File: config.mk
export PLATFORM = sky130hd
export DESIGN_NAME = bpsk_frame_gen
export DESIGN_NICKNAME = d
export VERILOG_FILES = /design/src/rtl/bpsk_frame_pkg.sv /design/src/rtl/pn9_lfsr.sv /design/src/rtl/bpsk_frame_gen.sv
export SDC_FILE = /design/constraint.sdc
export NUM_CORES = 1
export LEC_CHECK = 0
export CELL_PAD_IN_SITES_DETAIL_PLACEMENT = 1
export CELL_PAD_IN_SITES_GLOBAL_PLACEMENT = 1
export CORE_MARGIN = 3
export CORE_UTILIZATION = 45
export DETAILED_ROUTE_END_ITERATION = 10
export GPL_ROUTABILITY_DRIVEN = 0
export PLACE_DENSITY_LB_ADDON = 0.1
export SYNTH_ARGS = -nofsm -noshare
export SYNTH_HDL_FRONTEND = slang
export SYNTH_HIERARCHICAL = 1
export SYNTH_SLANG_ARGS = --single-unit
export TNS_END_PERCENT = 20
File: constraint.sdc
create_clock -name clk -period 5.1 [get_ports clk]
set_input_delay 0.51 -clock clk [delete_from_list [all_inputs] [get_ports clk]]
set_output_delay 0.51 -clock clk [all_outputs]
set_load 0.05 [all_outputs]
File: src/rtl/bpsk_frame_pkg.sv
// Shared types and constants for the BPSK frame source: FSM states,
// default sync pattern and the PN9 generator definition.
package bpsk_frame_pkg;

    typedef enum logic [2:0] {
        IDLE = 3'd0,
        PRE  = 3'd1,
        SYNC = 3'd2,
        PAY  = 3'd3,
        GAP  = 3'd4
    } state_t;

    localparam logic [15:0] SYNC_DEFAULT = 16'hEB90;
    localparam logic [8:0]  PN9_SEED     = 9'h1FF;
    localparam int          PN9_TAP_HI   = 8;
    localparam int          PN9_TAP_LO   = 4;

    // x^9 + x^5 + 1 feedback bit for a left-shifting Fibonacci register
    function automatic logic pn9_feedback(input logic [8:0] s);
        return s[PN9_TAP_HI] ^ s[PN9_TAP_LO];
    endfunction

endpackage

File: src/rtl/pn9_lfsr.sv
// PN9 payload generator; bit_out is the register MSB, so the current
// payload bit is available before the advance that consumes it.
module pn9_lfsr
    import bpsk_frame_pkg::*;
(
    input  logic clk,
    input  logic rst,
    input  logic seed_load,
    input  logic advance,
    output logic bit_out
);

    logic [8:0] lfsr_r;

    // LFSR state: reseed at frame start, shift once per payload bit
    always_ff @(posedge clk) begin
        if (rst) begin
            lfsr_r <= PN9_SEED;
        end else if (seed_load) begin
            lfsr_r <= PN9_SEED;
        end else if (advance) begin
            lfsr_r <= {lfsr_r[7:0], pn9_feedback(lfsr_r)};
        end else begin
            lfsr_r <= lfsr_r;
        end
    end

    assign bit_out = lfsr_r[PN9_TAP_HI];

endmodule

File: src/rtl/bpsk_frame_gen.sv
// Frame source for the BPSK modulator: preamble, sync word, PN9 or external
// payload and a zero gap, each bit held DIV clocks, all outputs registered.
module bpsk_frame_gen
    import bpsk_frame_pkg::*;
#(
    parameter int          DIV       = 1200,
    parameter int          PRE_LEN   = 32,
    parameter logic [15:0] SYNC_WORD = SYNC_DEFAULT,
    parameter int          PAY_LEN   = 256,
    parameter int          GAP_LEN   = 16
) (
    input  logic       clk,
    input  logic       rst,
    input  logic       en,
    input  logic       src_sel,
    input  logic [7:0] in_data,
    input  logic       in_valid,
    output logic       in_ready,
    output logic       base_data,
    output logic       bit_strobe,
    output logic       frame_start,
    output logic       busy,
    output logic       underrun
);

    localparam int DW      = $clog2(DIV);
    localparam int MAX_A   = (PRE_LEN > PAY_LEN) ? PRE_LEN : PAY_LEN;
    localparam int MAX_B   = (GAP_LEN > 16) ? GAP_LEN : 16;
    localparam int MAX_LEN = (MAX_A > MAX_B) ? MAX_A : MAX_B;
    localparam int IDX_W   = $clog2(MAX_LEN);

    localparam logic [DW-1:0]    DIV_LAST  = DW'(DIV - 1);
    localparam logic [IDX_W-1:0] PRE_LAST  = IDX_W'(PRE_LEN - 1);
    localparam logic [IDX_W-1:0] SYNC_LAST = IDX_W'(15);
    localparam logic [IDX_W-1:0] PAY_LAST  = IDX_W'(PAY_LEN - 1);
    localparam logic [IDX_W-1:0] GAP_LAST  = IDX_W'(GAP_LEN - 1);

    state_t            state_r, state_nxt_s;
    logic [DW-1:0]     div_cnt_r, div_nxt_s;
    logic [IDX_W-1:0]  bit_idx_r, idx_nxt_s, idx_inc_s;
    logic [7:0]        shift_r, shift_nxt_s;
    logic [7:0]        buf_r, buf_nxt_s;
    logic              buf_full_r, buf_full_nxt_s;
    logic              src_sel_r, src_nxt_s;
    logic              underrun_r, underrun_nxt_s;
    logic              base_data_r, base_nxt_s;
    logic              bit_strobe_r, strobe_nxt_s;
    logic              frame_start_r, fstart_nxt_s;
    logic              busy_r, in_ready_r;
    logic              boundary_s, start_s, pay_bit_s, byte_start_s;
    logic              seed_load_s, advance_s, pn_bit_s;
    logic [3:0]        sync_sel_s;

    assign boundary_s = (state_r != IDLE) && (div_cnt_r == DIV_LAST);
    assign idx_inc_s  = bit_idx_r + IDX_W'(1);
    assign sync_sel_s = 4'd14 - bit_idx_r[3:0];

    pn9_lfsr u_pn9 (
        .clk       (clk),
        .rst       (rst),
        .seed_load (seed_load_s),
        .advance   (advance_s),
        .bit_out   (pn_bit_s)
    );

    // Next-state, next-bit and byte-buffer logic
    always_comb begin
        state_nxt_s    = state_r;
        idx_nxt_s      = bit_idx_r;
        base_nxt_s     = base_data_r;
        strobe_nxt_s   = 1'b0;
        fstart_nxt_s   = 1'b0;
        shift_nxt_s    = shift_r;
        buf_nxt_s      = buf_r;
        buf_full_nxt_s = buf_full_r;
        src_nxt_s      = src_sel_r;
        underrun_nxt_s = underrun_r;
        seed_load_s    = 1'b0;
        advance_s      = 1'b0;
        start_s        = 1'b0;
        pay_bit_s      = 1'b0;
        byte_start_s   = 1'b0;

        if (state_r == IDLE || boundary_s) begin
            div_nxt_s = '0;
        end else begin
            div_nxt_s = div_cnt_r + DW'(1);
        end

        if (in_valid && in_ready_r) begin
            buf_nxt_s      = in_data;
            buf_full_nxt_s = 1'b1;
        end else begin
            buf_full_nxt_s = buf_full_r;
        end

        case (state_r)
            IDLE: begin
                base_nxt_s = 1'b0;
                start_s    = en;
            end
            PRE: begin
                if (boundary_s) begin
                    strobe_nxt_s = 1'b1;
                    if (bit_idx_r == PRE_LAST) begin
                        state_nxt_s = SYNC;
                        idx_nxt_s   = '0;
                        base_nxt_s  = SYNC_WORD[15];
                    end else begin
                        idx_nxt_s  = idx_inc_s;
                        // next bit ~(i+1)[0] equals i[0]
                        base_nxt_s = bit_idx_r[0];
                    end
                end else begin
                    idx_nxt_s = bit_idx_r;
                end
            end
            SYNC: begin
                if (boundary_s) begin
                    strobe_nxt_s = 1'b1;
                    if (bit_idx_r == SYNC_LAST) begin
                        state_nxt_s  = PAY;
                        idx_nxt_s    = '0;
                        pay_bit_s    = 1'b1;
                        byte_start_s = 1'b1;
                    end else begin
                        idx_nxt_s  = idx_inc_s;
                        base_nxt_s = SYNC_WORD[sync_sel_s];
                    end
                end else begin
                    idx_nxt_s = bit_idx_r;
                end
            end
            PAY: begin
                if (boundary_s) begin
                    strobe_nxt_s = 1'b1;
                    if (bit_idx_r == PAY_LAST) begin
                        state_nxt_s = GAP;
                        idx_nxt_s   = '0;
                        base_nxt_s  = 1'b0;
                    end else begin
                        idx_nxt_s    = idx_inc_s;
                        pay_bit_s    = 1'b1;
                        byte_start_s = (idx_inc_s[2:0] == 3'd0);
                    end
                end else begin
                    idx_nxt_s = bit_idx_r;
                end
            end
            GAP: begin
                if (boundary_s) begin
                    if (bit_idx_r == GAP_LAST) begin
                        start_s     = en;
                        state_nxt_s = IDLE;
                        idx_nxt_s   = '0;
                        base_nxt_s  = 1'b0;
                    end else begin
                        strobe_nxt_s = 1'b1;
                        idx_nxt_s    = idx_inc_s;
                        base_nxt_s   = 1'b0;
                    end
                end else begin
                    idx_nxt_s = bit_idx_r;
                end
            end
            default: begin
                state_nxt_s = IDLE;
                idx_nxt_s   = '0;
                base_nxt_s  = 1'b0;
            end
        endcase

        if (start_s) begin
            state_nxt_s  = PRE;
            idx_nxt_s    = '0;
            base_nxt_s   = 1'b1;
            strobe_nxt_s = 1'b1;
            fstart_nxt_s = 1'b1;
            seed_load_s  = 1'b1;
            src_nxt_s    = src_sel;
        end else begin
            src_nxt_s = src_sel_r;
        end

        // Payload bit: PN9 output, or the byte shifter with buffer reload
        if (pay_bit_s) begin
            if (!src_sel_r) begin
                base_nxt_s = pn_bit_s;
                advance_s  = 1'b1;
            end else if (byte_start_s) begin
                if (buf_full_r) begin
                    base_nxt_s     = buf_r[7];
                    shift_nxt_s    = {buf_r[6:0], 1'b0};
                    buf_full_nxt_s = 1'b0;
                end else begin
                    base_nxt_s     = 1'b0;
                    shift_nxt_s    = 8'h00;
                    underrun_nxt_s = 1'b1;
                end
            end else begin
                base_nxt_s  = shift_r[7];
                shift_nxt_s = {shift_r[6:0], 1'b0};
            end
        end else begin
            advance_s = 1'b0;
        end
    end

    // State and output registers
    always_ff @(posedge clk) begin
        if (rst) begin
            state_r       <= IDLE;
            div_cnt_r     <= '0;
            bit_idx_r     <= '0;
            shift_r       <= 8'h00;
            buf_r         <= 8'h00;
            buf_full_r    <= 1'b0;
            src_sel_r     <= 1'b0;
            underrun_r    <= 1'b0;
            base_data_r   <= 1'b0;
            bit_strobe_r  <= 1'b0;
            frame_start_r <= 1'b0;
            busy_r        <= 1'b0;
            in_ready_r    <= 1'b1;
        end else begin
            state_r       <= state_nxt_s;
            div_cnt_r     <= div_nxt_s;
            bit_idx_r     <= idx_nxt_s;
            shift_r       <= shift_nxt_s;
            buf_r         <= buf_nxt_s;
            buf_full_r    <= buf_full_nxt_s;
            src_sel_r     <= src_nxt_s;
            underrun_r    <= underrun_nxt_s;
            base_data_r   <= base_nxt_s;
            bit_strobe_r  <= strobe_nxt_s;
            frame_start_r <= fstart_nxt_s;
            busy_r        <= (state_nxt_s != IDLE);
            in_ready_r    <= ~buf_full_nxt_s;
        end
    end

    assign in_ready    = in_ready_r;
    assign base_data   = base_data_r;
    assign bit_strobe  = bit_strobe_r;
    assign frame_start = frame_start_r;
    assign busy        = busy_r;
    assign underrun    = underrun_r;

endmodule

==> results.md <==
- The flow ran to the end, and the final reports show no timing, DRC or antenna violations.
- Of all nets on the critical path, the largest fanout is 11.
- The post-CTS repair timing setup buffer count is 0.
- STA classifies the critical path startpoint as a register.
- The initial antenna violation count is 0.
- Setup repair after global routing left no endpoint under its margin.
- Excluding fillers, the count of instances in the completed layout stands at 404.
- The number of instances in the synthesized netlist is 320.
- In the final timing run, aggregate negative setup slack is 0 ns.
- Counting cells, the worst reg-to-reg path comes to 7.
- The total of hold buffers inserted after clock tree synthesis is 0.
- The power per unit of standard cell area is 272.9 nW/um^2.
- The via count of the first global-routing pass is 2222.
- Setup violations remaining at the end of the flow were counted as 0.
- The required time of the critical path is between 5 and 6 ns.
- IR analysis of the VDD net gives a maximum drop of roughly 0.14 mV.
- The clock buffer count from CTS is 5.
- Global routing used under 10% of the available met3 tracks.
- Max-cap violations in this run came to 0.
- The die height is 82.92 um.
- The floorplan step set the die width to 82.92 um.
- Once layout is complete, the utilization of the core stands at 52.95%.
- In the global route stage, met1 resource usage came out at 24.07%.
- The post-synthesis cell type with the largest combined area is dfxtp_1.
- After synthesis, the cell types taking the most area are dfxtp_1 41%, nand2_1 6.2%, mux2i_1 5.6%, a21oi_1 4.9%, nor2_1 4.5%.
- Once routing completed, OpenROAD measured the worst setup slack at between 1.5 and 2 ns.
- The initial cell density of the core is a little under half.
- The most instantiated library cell after synthesis is dfxtp_1.
- In this run the tightest slew margin relative to its limit is 27.71%.
- The routed wirelength normalized by instance count is 15.32 um.
- Port buffering added 18 buffers.
- Based on the critical path, the design can be clocked at up to 301.1 MHz.
- Including well taps, the total number of placed cells is approximately 400.
- Subtracting the final worst setup slack from the clock period gives around 3.3 ns.
- The post-detailed-route count of antenna-violating nets is 0.
- The root buffer cell chosen for the clock tree is clkbuf_8.
- The core region is between 5000 and 6000 sq um.
- The number of flops mapped to enable cells by yosys is 0.
- In this run, the number of DRC markers left after iteration 0 of detailed routing was just over 80.
- The static leakage power is 1.009 nW.
- The global-route total usage across every layer is 18.60%.
- The number of max-slew violations in the final report is 0.
- The distinct cell type count after synthesis is 56.
- The layer flagged by global routing as most heavily used is met2.
- Entering global routing, the biggest net connects 28 pins.
- The top cell type's share of synthesized area is 40.60%.
- The slew at the pin closest to its max-slew limit is between 1 and 1.5 ns.
- The final net count is 349.
- The area of the die is 6876 sq um.
- The data arrival time of the critical path is 3.51 ns.
- Wires add up to 6190 um.
- In this run, synthesis produced a sequential element count of 54.
- The share of flip-flops with an asynchronous set or reset is 0%.
- The share of layout cells above drive strength 1 is 7.229%.
- The number of diodes added for antenna fixing is 0.
- The post-detailed-route DRC marker count is 0.
- CTS saw 54 sinks.
- The total nets after synthesis is 338.
- The worst hold-check path type is register to register.
- Averaged over all synthesized cells, the footprint is 8.320 sq um.
- Post-CTS repair changed the size of 0 cells.
- After filler insertion, the fill cell instance count of the layout stands at 671.
- In this run the deepest clock path goes through 2 buffers.
- Using the TritonRoute via totals, the vias-per-cell ratio works out to between 5 and 6.
- The worst-skew pair later-pin latency is between 0.3 and 0.4 ns.
- The number of vias in the routed layout is 2241.
- The combined area of all synthesized cells is 2663 sq um.
- The layout overhead on the synthesized area is 11.51%.
- The level count of the clock H-tree is 2.
- The total iterations of the first detailed-routing run is 4.
- The setup path with the least slack is of type register to register.
- In this run the core area contains 27 standard-cell rows.
- OpenSTA, run right after detailed placement, puts the worst setup slack at 1.804 ns.
- The first global-routing pass estimated 10740 um of wire.
- Pin placement for this block handled 19 I/O pins.
- The warning count from the yosys run is 6.
- TritonCTS built the clock tree.
- The clock skew is approximately 0.0043 ns.
- The clock transition at the register clock pins on the worst setup and hold paths after CTS is 0.10 ns.
- For this run the aggregate overflow at the end of global routing stands at 0.
- Global routing consumed, on the met2 layer, 32.29% of the routing resources.
- The most common flop cell mapped by yosys is dfxtp_1.
- Sequential cells were found to cover between 40 and 50% of the synthesized design area.
- The worst hold path depth is 2.
- The post-route clock period utilization is 65.13%.
- The worst-case hold slack is 0.4605 ns.
- Summed over all nets, the half-perimeter wirelength after detailed placement is between 4000 and 5000 um.
- The worst setup path is captured at a register.
- Ranked by instance count, the synthesized netlist is headed by 54 x dfxtp_1, 44 x nand2_1, 32 x nor2_1.
- The final hold violation count was 0.
[stage by stage]
| step | total power (W) | instance area (sq um) |
|---|---|---|
| after CTS | 0.0008204 | 2969 |
| after floorplan | 0.0004902 | 2663 |
| after detailed placement | 0.0005147 | 2848 |
| after global placement | 0.0005134 | 2848 |
| final | 0.0008103 | 2969 |
| after global routing | 0.0008516 | 2969 |
[area by class of cell]
cell class / count / area [sq um] / share of cell area, %
flip-flops and latches: 54 / 1081 / 36.41
well taps: 72 / 90.09 / 3.034
multi-input cells: 236 / 1429 / 48.12
inverters: 14 / 52.55 / 1.770
clock buffers: 6 / 82.58 / 2.781
clock inverters: 2 / 38.79 / 1.306
repair buffers: 20 / 195.2 / 6.574
[registers in the layout, indices dropped and copies added (netlist names), 3 cells and up]
register	cells
buf_r	8
shift_r	7
div_cnt_r	11
u_pn9/lfsr_r	9
state_r	3
bit_idx_r	8
[cell families (layout without fill, tap and decap cells)]
group | count (synthesis) | count (layout) | synth area share, %
AOI/OAI and AO/OA | 57 | 57 | 13.58
DFF | 54 | 54 | 40.60
buffers and inverters | 30 | 42 | 5.733
and+or+nand+nor | 145 | 145 | 27.35
adders and majority gates | 7 | 7 | 3.148
xor gates and xnor gates | 12 | 12 | 3.947
muxes | 15 | 15 | 5.639
[power breakdown]
part	internal [W]	switching (W)	total [W]	leakage [nW]
combinational	0.0000261	0.0000393	0.0000654	0.509
clock	0.000162	0.000144	0.000306	0.0618
sequential	0.000431	0.00000846	0.000439	0.439
total	0.000618	0.000192	0.000810	1.01
[cell usage in the layout (no fill, tap or decap), types with 3 or more instances in the layout]
master / instances
dfxtp_1: 54
nand2_1: 44
nor2_1: 32
a21oi_1: 26
nand3_1: 23
clkdlybuf4s50_1: 18
mux2i_1: 15
inv_1: 14
o21ai_0: 7
and3_1: 7
xnor2_1: 7
a31oi_1: 6
clkbuf_8: 6
nand2b_1: 5
xor2_1: 5
ha_1: 5
and2_1: 3
nor3_1: 3
or3_1: 3
nor4_1: 3
[layer usage]
layer / wire length (um) / part of all wire [%]
met4: 44 / 0.71
met1: 2918 / 47
met3: 121 / 2.0
met2: 3105 / 50
met5: 0 / 0
[critical path, stage by stage, from the launching register on]
cell	delay [ns]
dfxtp_1	0.38
ha_1	0.23
nand4_1	0.15
or4_1	0.69
a2111oi_2	0.47
nor2b_1	0.92
mux2i_1	0.30
nand2_1	0.06
[path summary, 6_finish.rpt]
kind           startpoint               to  slack [ns]
max reg2reg  div_cnt_r[0]  u_pn9/lfsr_r[3]        1.78
max          div_cnt_r[0]  u_pn9/lfsr_r[3]        1.78
min              buf_r[7]         buf_r[7]        0.46
min reg2reg      buf_r[7]         buf_r[7]        0.46
(Power assumes the default switching activity.)
